$ cat src/rtl/hdec_j_pkg.sv
// Shared utility constants and the behavioural reference for the half-decoder.
package fpu_util_pkg;

   // Largest supported index width; the mask is 2**HDEC_MAX_N bits wide.
   localparam int unsigned HDEC_MAX_N = 8;

   // Reference thermometer decode for an n-bit index: bit i set iff i < x.
   function automatic logic [(1 << HDEC_MAX_N)-1:0] hdec_ref(input int unsigned n,
                                                             input int unsigned x);
      logic [(1 << HDEC_MAX_N)-1:0] r;
      r = '0;
      for (int unsigned i = 0; i < (1 << n) && i < (1 << HDEC_MAX_N); i++) begin
         r[i] = (i < x);
      end
      return r;
   endfunction

endpackage

$ cat src/rtl/hdec_j_if.sv
// Capture/result bundle for the registered half-decoder.
interface hdec_j_if #(
   parameter int unsigned N = 4
);
   logic                  in_valid;
   logic [N-1:0]          x;
   logic                  out_valid;
   logic [(1 << N)-1:0]   y;

   modport master (output in_valid, x, input out_valid, y);
   modport slave  (input in_valid, x, output out_valid, y);
endinterface

$ cat src/rtl/hdec_j_core.sv
// Purely combinational recursive half-decoder: y[i] = (i < x), no per-bit compares.
module hdec_core #(
   parameter int unsigned N = 4
) (
   input  logic [N-1:0]        x,
   output logic [(1 << N)-1:0] y
);
   localparam int unsigned HALF = 1 << (N - 1);

   if (N == 1) begin : g_leaf
      // Single-bit index: only bit 0 can ever be set.
      always_comb y = {1'b0, x[0]};
   end else begin : g_rec
      logic [HALF-1:0] sub;

      hdec_core #(.N(N - 1)) u_sub (
         .x (x[N-2:0]),
         .y (sub)
      );

      // Top index bit selects whether the lower half is saturated.
      always_comb begin
         y = '0;
         if (x[N-1]) y = {sub, {HALF{1'b1}}};
         else        y = {{HALF{1'b0}}, sub};
      end
   end
endmodule

$ cat src/rtl/hdec_j.sv
// Half-decoder with a single registered output stage and valid flag.
module hdec_j
   import fpu_util_pkg::*;
#(
   parameter int unsigned N = 4
) (
   input  logic     clk,
   input  logic     rst_n,
   hdec_j_if.slave  bus
);
   localparam int unsigned W = 1 << N;

   logic [W-1:0] dec;

   hdec_core #(.N(N)) u_core (
      .x (bus.x),
      .y (dec)
   );

   // Load the decode on a valid cycle; hold the mask otherwise, valid tracks in_valid.
   always_ff @(posedge clk or negedge rst_n) begin
      if (!rst_n) begin
         bus.y         <= '0;
         bus.out_valid <= 1'b0;
      end else begin
         bus.out_valid <= bus.in_valid;
         if (bus.in_valid) bus.y <= dec;
      end
   end
endmodule

$ cat src/flat_wrapper.sv
// flat-port wrapper written by rule: the top's interface ports become plain ports
module hdec_j_flat import fpu_util_pkg::*;
#(
   parameter int unsigned N = 4
)
  (clk, rst_n, bus_in_valid, bus_x, bus_out_valid, bus_y);
  hdec_j_if #(.N(N)) bus_i ();
  input  logic clk;
  input  logic rst_n;
  input wire logic [$bits(bus_i.in_valid)-1:0] bus_in_valid;
  input wire logic [$bits(bus_i.x)-1:0] bus_x;
  output wire logic [$bits(bus_i.out_valid)-1:0] bus_out_valid;
  output wire logic [$bits(bus_i.y)-1:0] bus_y;
  assign bus_i.in_valid = bus_in_valid;
  assign bus_i.x = bus_x;
  assign bus_out_valid = bus_i.out_valid;
  assign bus_y = bus_i.y;
  hdec_j #(.N(N)) u_core (.clk(clk), .rst_n(rst_n), .bus(bus_i));
endmodule
$ cat config.mk
export PLATFORM = sky130hd
export DESIGN_NAME = hdec_j_flat
export DESIGN_NICKNAME = d
export VERILOG_FILES = /design/src/rtl/hdec_j_pkg.sv /design/src/rtl/hdec_j_if.sv /design/src/rtl/hdec_j_core.sv /design/src/rtl/hdec_j.sv /design/src/flat_wrapper.sv
export SDC_FILE = /design/constraint.sdc
export NUM_CORES = 1
export LEC_CHECK = 0
export BUFFER_PORTS_ARGS = -buffer_cell sky130_fd_sc_hd__clkbuf_2
export CELL_PAD_IN_SITES_DETAIL_PLACEMENT = 1
export CELL_PAD_IN_SITES_GLOBAL_PLACEMENT = 1
export CORE_MARGIN = 2
export CORE_UTILIZATION = 36
export DETAILED_ROUTE_END_ITERATION = 16
export GPL_ROUTABILITY_DRIVEN = 1
export GPL_TIMING_DRIVEN = 0
export HOLD_SLACK_MARGIN = 0.15
export PLACE_DENSITY_LB_ADDON = 0.25
export SYNTH_ARGS = -nofsm -noshare
export SYNTH_HDL_FRONTEND = slang
export SYNTH_HIERARCHICAL = 1
export SYNTH_SLANG_ARGS = --single-unit
$ cat constraint.sdc
create_clock -name clk -period 0.8 [get_ports clk]
set_input_delay 0.12 -clock clk [delete_from_list [all_inputs] [get_ports clk]]
set_output_delay 0.12 -clock clk [all_outputs]
set_load 0.02 [all_outputs]
==> Word-level counts from Yosys, hierarchy flattened <==
Cells that the tools add are included.
{ "word_totals": {"register_bits": 17, "inputBits": 7, "out_inout_bits": 17, "elab_cells": 5} }
{ "classes": {"n_mux": 3} }
{ "ops": {"columns": ["operator", "count"], "rows": [
  ["2-to-1 mux 16 bit", 1],
  ["2-to-1 mux 8 bit", 1],
  ["2-to-1 mux 3 bit", 1]
]} }

==> Logic depth before layout (Yosys ltp) <==
Gate-level depths: netlist of run 1.
{ "depth": {"ltp_word": 3, "mapped_depth": 5, "ltp_nobuf": 4} }

==> By module <==
Netlist of run 1, hierarchy kept.
{ "modules_own_cells": {"columns": ["module", "instances", "cells_per_inst", "area_per_inst_um2", "seq_area_each_um2"], "rows": [
  ["hdec_j", 1, 35, 674.4, 425.4],
  ["hdec_core (u_core.u_core)", 1, 17, 118.9, 0.0],
  ["hdec_core (u_core.u_core.g_rec.u_sub)", 1, 8, 55.1, 0.0],
  ["hdec_core (u_core.u_core.g_rec.u_sub.g_rec.u_sub)", 1, 4, 27.5, 0.0],
  ["hdec_core (u_core.u_core.g_rec.u_sub.g_rec.u_sub.g_rec.u_sub)", 1, 3, 18.8, 0.0]
]} }

==> Least setup slack after synthesis of run 1 <==
Ideal clock, no wire load.
{ "synth_timing": {"kind": "input -> register", "start": "input port bus_x[0]", "end": "register u_core.bus.y[0]", "setup_time_ns": 0.125, "arrival_time_ns": 1.066, "required_time_ns": 0.675, "slack_ns": -0.391, "path_stages": 5, "n_path_buf": 1, "cell_sequence": "buf_4 > or2_1 > or2_1 > or2_1 > mux2_2"} }
{ "synth_between": {"elab_chain_len": 3} }
{ "synth_lines": {"columns": ["item", "line", "text"], "rows": [
  ["from (decl)", "flat_wrapper.sv:11", "input wire logic [$bits(bus_i.x)-1:0] bus_x;"],
  ["2-to-1 mux 3 bit", "hdec_j_core.sv:24", "if (x[N-1]) y = {sub, {HALF{1'b1}}};"],
  ["via u_core.u_core.g_rec.u_sub.g_rec.sub[0]", "hdec_j_core.sv:14", "logic [HALF-1:0] sub;"],
  ["2-to-1 mux 8 bit", "hdec_j_core.sv:24", null],
  ["via u_core.u_core.g_rec.sub[0]", "hdec_j_core.sv:14", null],
  ["2-to-1 mux 16 bit", "hdec_j_core.sv:24", null],
  ["via u_core.dec[0]", "hdec_j.sv:13", "logic [W-1:0] dec;"],
  ["to (signal assigned)", "hdec_j.sv:23", "bus.y <= '0;"],
  ["to (signal assigned)", "hdec_j.sv:27", "if (bus.in_valid) bus.y <= dec;"],
  ["to (decl)", "hdec_j_if.sv:11", "modport slave (input in_valid, x, output out_valid, y);"]
]} }
The timed path passes the listed nets, and every way through them passes these cells.
A chain may end at the register's enable or synchronous reset.

==> Worst setup path in the final report of run 1 <==
{ "layout_timing": {"start": "register u_core.bus.y[9]", "end": "output port bus_y[9]"} }
{ "layout_lines": {"columns": ["item", "line", "text"], "rows": [
  ["to (decl)", "flat_wrapper.sv:13", "output wire logic [$bits(bus_i.y)-1:0] bus_y;"]
]} }
No word-level cell between the ends.

==> results of run 1 <==
## per-layer routing
metal	track usage, %	wire length (um)	share of wire, %
met5	0	0	0
met4	8.97	38	2.2
met3	2.50	66	3.8
met2	20.5	863	50
met1	15.9	765	44
## flip-flops by register name (all words and copies together) (netlist names)
signal and cells:
u_core/bus.y 16, u_core/bus.out_valid 1
## cell type report
cell class	count	share of cell area, %
Multi-Input combinational cell	45	32.5
Clock buffer	3	1.69
Tap cell	30	2.81
Timing Repair Buffer	33	25.9
Clock inverter	1	0.375
Sequential cell	17	32.2
Buffer	5	4.60
## repair_timing
| action | 4_1_cts | 5_1_grt |
|---|---|---|
| hold buffers | 2 | 0 |
| gates cloned | 0 | 0 |
| pin swaps | 5 | 4 |
| resized for setup | 16 | 44 |
| setup buffers | 5 | 4 |
| setup endpoints to repair | 26 | 29 |
| endpoints found under the hold margin | 18 | 0 |
## cells by family (layout without fill, tap and decap cells)
kind of cell / Yosys count / after routing / share of synthesized area (%)
simple gates: 28 / 28 / 21.3
flops: 17 / 17 / 47.6
buf+inv: 5 / 42 / 6.43
mux: 16 / 16 / 24.3
other cells: 1 / 1 / 0.419
## final timing paths
| check | slack (ps) | cells past startpoint | from | to |
|---|---|---|---|---|
| max | -190 | 1 | u_core/bus.y[9]$_DFFE_PN0P_ | bus_y[9] |
| min | 250 | 3 | bus_in_valid | u_core/bus.y[13]$_DFFE_PN0P_ |
| max reg2reg | -100 | 2 | u_core/bus.y[1]$_DFFE_PN0P_ | u_core/bus.y[1]$_DFFE_PN0P_ |
| min reg2reg | 540 | 1 | u_core/bus.y[7]$_DFFE_PN0P_ | u_core/bus.y[7]$_DFFE_PN0P_ |
| max in group asynchronous | 180 | 2 | rst_n | u_core/bus.y[7]$_DFFE_PN0P_ |
| min in group asynchronous | 280 | 2 | rst_n | u_core/bus.y[5]$_DFFE_PN0P_ |
## metrics by stage
stage                     setup WS (ps)  util [%]
after floorplan                    -379         -
after global routing               -227      55.3
after global placement             -477      43.8
after detailed placement           -482      43.8
after CTS                          -200      49.9
final                              -191      55.3
## Yosys cell counts
master	count	area, sq um
buf_12	1	20.0
and2_2	12	90.1
mux2_4	10	150
buf_6	2	22.5
or2_1	14	87.6
conb_1	1	3.75
and2_1	2	12.5
mux2_2	6	67.6
buf_4	2	15.0
dfrtp_1	17	425
## report_power, final
part	switching, mW	total [mW]	leakage (nW)	internal [mW]
clock	0.278	0.464	0.0177	0.186
combinational	0.235	0.631	0.427	0.396
sequential	0.0541	0.986	0.193	0.932
==> results.tsv, run 1 <==
metric	value	unit
fin area	1330	sq um
CP peak stage delay	420	ps
critical path peak fanout	2	
Setup Skew	0	ps
setup ws final	-191	ps
WL per Instance	12.9	um
cell-by-cell trace of the critical path	clkbuf_8	
crit path max-delay cell type	dfrtp_1	
placed inst area	1060	sq um
area growth from synthesis to layout	49.1	%
leak pwr	0.638	nW
clock slew at reported path FFs	100	ps
num rows	18	
vias in the first global route	589	
Via density	4.42	
routed vias	592	
maximum vdd drop	928	uV
Critical Path Start Type	register	
Antenna Nets Post-Route	0	
Worst Path Class, Setup	register to primary output	
Post-Place Cells	119	
HP Class	primary input to register	
remaining global-route overflow	0	
DIE HEIGHT	53.9	um
Final Max Tran Viols	0	
fin crit share	124	%
Avg Inst Size Synth	13.4	sq um
Nets	112	
violated checks	negative setup slack	
Mapped Area	895	sq um
most common cell after layout, fill and taps aside	buf_6	
count of buffer and inverter cells on the critical path	1	
first-pass GRT wire length	2630	um
H-tree levels	1	
TritonCTS clock tree	done	
f_max	1010	MHz
Worst-Skew Late Latency	290	ps
Core Region	2410	sq um
Multi-input gate area	433	sq um
final cell count without fillers	134	
layout cells sized above 1	68.3	%
Mapped Cells	67	
PwrDens	1560	nW/um^2
unrepaired setup endpoints after global routing	yes	
Synth Net Count	74	
Fill cells	249	
Final Hold Fails	0	
Starting Density	37.1	%
Req. time, crit path	680	ps
Yosys reg bits	17	
I/O Pins	24	
Max clock buf depth	2	
1st-iter DRT viols	0	
outcome	finished with violations	
drt pass-1 iters	1	
Routed WL	1730	um
total of max-cap violations	0	
Worst Setup End Kind	primary output	
Antenna Cells	0	
Design Power	2.08	mW
root buffer cell	clkbuf_4	
Detailed Place HPWL	1180	um
Routability Congestion	0.648	
largest net degree at the start of global routing	18	
crit path DAT	870	ps
Worst path top cell family by delay	flip-flops	
DRC Markers	0	
die area	2900	sq um
commonest cells after routing, fill and taps aside	buf_6, dfrtp_1, or2_1, mux2_4, and2_4	
Hold WS	246	ps
Seq/Total Area, Yosys	47.6	%
Unique masters post-synth	10	
Clock Sinks	17	
Port Buffers	22	
yosys warns	6	
overall routing resource usage	13.0	%
initial antenna violation count	0	
minimum clock period	991	ps
chip width	53.9	um
Final setup viols	28	
Fin Setup TNS	-3790	ps
total CTS buffers	3	
register area	429	sq um
Power figures use the tool's default switching activity.
==> run 2, diff against run 1 <==
--- a/config.mk
+++ b/config.mk
@@ -10,5 +10,5 @@
 export CELL_PAD_IN_SITES_GLOBAL_PLACEMENT = 1
 export CORE_MARGIN = 2
-export CORE_UTILIZATION = 36
+export CORE_UTILIZATION = 40
 export DETAILED_ROUTE_END_ITERATION = 16
 export GPL_ROUTABILITY_DRIVEN = 1
==> constraint.sdc (replaced) <==
create_clock -name clk -period 1.1 [get_ports clk]
set_input_delay 0.165 -clock clk [delete_from_list [all_inputs] [get_ports clk]]
set_output_delay 0.165 -clock clk [all_outputs]
set_load 0.005 [all_outputs]
==> results.tsv, run 2 (synthesis results as in run 1) <==
metric	value	unit
outcome	complete, no violations	
hold wc startpoint	bus_in_valid	
DIE HEIGHT	51.3	um
most common cell after layout, fill and taps aside	clkbuf_2	
die area	2630	sq um
Starting Density	41.2	%
area growth from synthesis to layout	22.5	%
commonest cells after routing, fill and taps aside	clkbuf_2, dfrtp_1, or2_1, mux2_4, and2_2	
Worst Path Class, Setup	primary input to register	
crit path max-delay cell type	mux2_2	
cell-by-cell trace of the critical path	clkbuf_2 -> or2_1 -> or2_1 -> or2_1 -> mux2_2	
Port Buffers	22	
Antenna Cells	0	
leak pwr	0.528	nW
PwrDens	1170	nW/um^2
total CTS buffers	3	
Biggest register	u_core/bus.y	
crit path DAT	1200	ps
placed inst area	1050	sq um
1st-iter DRT viols	1	
Fill cells	260	
I/O Pins	24	
Design Power	1.28	mW
Worst Setup End Kind	register	
Max clock buf depth	2	
Detailed Place HPWL	1120	um
H-tree levels	1	
Req. time, crit path	1280	ps
minimum clock period	1020	ps
cts repair resizes	0	
Antenna Nets Post-Route	0	
f_max	982	MHz
routed vias	557	
fin area	1100	sq um
TritonCTS clock tree	done	
Via density	4.53	
vias in the first global route	587	
largest net degree at the start of global routing	18	
clock slew at reported path FFs	90	ps
Fin Setup TNS	0	ps
layout cells sized above 1	61.1	%
remaining global-route overflow	0	
Routed WL	1500	um
Clock Sinks	17	
critical path peak fanout	4	
drt pass-1 iters	2	
root buffer cell	clkbuf_4	
Final setup viols	0	
Final Max Tran Viols	0	
first-pass GRT wire length	2650	um
CP peak stage delay	260	ps
overall routing resource usage	14.0	%
Worst path top cell family by delay	simple AND/OR/NAND/NOR gates	
Critical Path Start Type	primary input	
max FFs per register	16	
Routability Congestion	0.645	
most frequent cell on the critical path	or2_1	
count of buffer and inverter cells on the critical path	1	
biggest regs	u_core/bus.y: 16 flops, u_core/bus.out_valid: 1 flops	
Worst Setup SP	bus_x[1]	
unrepaired setup endpoints after global routing	no	
WL per Instance	12.2	um
Worst-Skew Late Latency	280	ps
HP Class	primary input to register	
maximum vdd drop	764	uV
# Post-CTS Setup Buffers	0	
Nets	103	
initial antenna violation count	0	
chip width	51.3	um
total of max-cap violations	0	
Final Hold Fails	0	
num rows	17	
DRC Markers	0	
fin crit share	92.6	%
Setup Skew	0	ps
Core Region	2170	sq um
R2R Path Start	u_core/bus.y[10]$_DFFE_PN0P_	
run 2: changes by cell type in the layout (fill, tap and decap cells not counted), sizes merged:
cell and change:
buf -22, clkbuf +14, clkinv -1
run 2: area by class of cell:
cell class	count	area (sq um)	area share (%)
Tap cell	28	35.0	3.20
Multi-Input combinational cell	45	418	38.1
Timing Repair Buffer	24	130	11.9
Buffer	5	61.3	5.59
Sequential cell	17	425	38.8
Clock buffer	4	26.3	2.40
run 2: metrics by stage:
| stage | worst slack (ps) | utilization [%] | hold slack, ps | std cells |
|---|---|---|---|---|
| 6_report | 81.5 | 50.5 | 285 | 123 |
| 5_1_grt | 61.8 | 50.5 | 277 | 123 |
| 4_1_cts | 91.0 | 50.5 | 276 | 123 |
| 3_5_place_dp | -221 | 48.4 | 122 | 117 |
| 3_3_place_gp | -222 | 48.4 | 118 | 117 |
| 2_1_floorplan | -124 | - | -131 | 67 |
run 2: path summary, 6_finish.rpt:
kind,to,slack [ps],cells past startpoint
setup / recovery,u_core/bus.y[0]$_DFFE_PN0P_,80,5
hold / removal,u_core/bus.y[0]$_DFFE_PN0P_,280,3
setup reg to reg,u_core/bus.y[10]$_DFFE_PN0P_,320,1
hold reg to reg,u_core/bus.y[1]$_DFFE_PN0P_,510,1
max in group asynchronous,u_core/bus.y[13]$_DFFE_PN0P_,460,2
min in group asynchronous,u_core/bus.y[10]$_DFFE_PN0P_,340,2
run 2: repair_timing:
item                       in CTS  in global routing
setup endpoints to repair       0                  0
hold endpoints to repair       18                  0
hold buffers                    2                  0
run 2: report_power, final:
group	leakage (nW)	total [mW]	internal [mW]	switching (mW)
clock network	0.0150	0.319	0.141	0.178
registers	0.197	0.703	0.676	0.0266
logic	0.316	0.260	0.165	0.0955
total	0.528	1.28	0.982	0.300
run 2: routing by layer:
metal / part of all wire (%) / global-route usage, %
met5: 0 / 0
met4: 0.67 / 3.95
met3: 4.3 / 5.26
met2: 53 / 23.6
met1: 42 / 16.6
==> run 3, diff against run 2 <==
CORE_UTILIZATION = 30   (was 40)
==> results.tsv, run 3 (synthesis results as in run 1) <==
metric	value	unit
most common cell after layout, fill and taps aside	clkbuf_2	
chip width	58.6	um
Final Hold Fails	0	
Final Max Tran Viols	0	
WL per Instance	13.3	um
Fill cells	327	
Core Region	2810	sq um
count of buffer and inverter cells on the critical path	1	
dpl ws	-247	ps
final core occ	39.2	%
PwrDens	1180	nW/um^2
layout cells sized above 1	61.1	%
outcome	finished with violations	
Via density	4.39	
most frequent cell on the critical path	or2_1	
Setup Skew	0	ps
routed vias	553	
Worst-Skew Late Latency	280	ps
Max clock buf depth	2	
remaining global-route overflow	0	
f_max	974	MHz
num rows	19	
critical path peak fanout	4	
setup ws final	73.8	ps
overall routing resource usage	10.9	%
Routed WL	1680	um
unrepaired setup endpoints after global routing	no	
root buffer cell	clkbuf_4	
HP Class	primary input to register	
H-tree levels	1	
largest net degree at the start of global routing	18	
Port Buffers	22	
Routability Congestion	0.688	
area growth from synthesis to layout	22.9	%
Worst path top cell family by delay	simple AND/OR/NAND/NOR gates	
max FFs per register	16	
maximum vdd drop	368	uV
leak pwr	0.528	nW
reg-to-reg setup timing slack	330	ps
total CTS buffers	3	
Detailed Place HPWL	1290	um
Critical Path Start Type	primary input	
Fin Setup TNS	0	ps
I/O Pins	24	
DIE HEIGHT	58.6	um
die area	3430	sq um
vias in the first global route	568	
fin crit share	93.3	%
TritonCTS clock tree	done	
Antenna Nets Post-Route	0	
Worst Setup End Kind	register	
Starting Density	31.9	%
first-pass GRT wire length	2740	um
crit path max-delay cell type	mux2_2	
biggest regs	u_core/bus.y: 16 flops, u_core/bus.out_valid: 1 flops	
Worst Path Class, Setup	primary input to register	
Antenna Cells	0	
cell-by-cell trace of the critical path	clkbuf_2 -> or2_1 -> or2_1 -> or2_1 -> mux2_2	
Final setup viols	0	
total of max-cap violations	0	
crit path DAT	1200	ps
1st-iter DRT viols	12	
DRC Markers	2	
# Post-CTS Setup Buffers	0	
CP peak stage delay	260	ps
Nets	103	
violated checks	design-rule violations	
Req. time, crit path	1280	ps
initial antenna violation count	0	
commonest cells after routing, fill and taps aside	clkbuf_2, dfrtp_1, or2_1, mux2_4, and2_2	
drt pass-1 iters	10	
Biggest register	u_core/bus.y	
Multi-input gate area	418	sq um
clock slew at reported path FFs	100	ps
register area	425	sq um
Hold WS	283	ps
minimum clock period	1030	ps
Clock Sinks	17	
Design Power	1.30	mW
-- run 3: cell counts in the layout (fill, tap and decap cells not counted) --
Identical to the previous run, type by type.
-- run 3: through the flow --
stage,instance area (sq um),cells
after floorplan,905,67
after global placement,1050,120
after detailed placement,1050,120
after CTS,1100,126
after global routing,1100,126
final,1100,126
-- run 3: final cells by class --
cell class	count	share of cell area (%)
sequential	17	38.7
multi-input combinational	45	38.0
timing repair buffer	24	11.8
buffer	5	5.57
tap	31	3.53
clock buffer	4	2.39
-- run 3: worst paths after layout --
path,from,depth (start not counted),endpoint
max,bus_x[1],5,u_core/bus.y[1]$_DFFE_PN0P_
min,bus_in_valid,3,u_core/bus.y[2]$_DFFE_PN0P_
max reg2reg,u_core/bus.y[7]$_DFFE_PN0P_,1,u_core/bus.y[7]$_DFFE_PN0P_
min reg2reg,u_core/bus.y[3]$_DFFE_PN0P_,1,u_core/bus.y[3]$_DFFE_PN0P_
max in group asynchronous,rst_n,2,u_core/bus.y[7]$_DFFE_PN0P_
min in group asynchronous,rst_n,2,u_core/bus.y[12]$_DFFE_PN0P_
-- run 3: repair_timing --
| item | in CTS | in global routing |
|---|---|---|
| endpoints found under the setup margin | 0 | 0 |
| hold buffers | 2 | 0 |
| endpoints found under the hold margin | 18 | 0 |
| gates resized for setup | 0 | 0 |
-- run 3: metal layers --
metal | global-route usage, % | part of all wire [%] | up-vias
met1 | 13.9 | 43 | 266
met4 | 6.82 | 1.4 | 0
li1 | - | - | 272
met5 | 0 | 0 | -
met2 | 17.7 | 52 | 13
met3 | 1.32 | 3.3 | 2
-- run 3: where the power goes --
group / internal [mW] / switching (mW)
clock: 0.141 / 0.190
sequential: 0.676 / 0.0275
combinational: 0.165 / 0.0976
total: 0.982 / 0.315
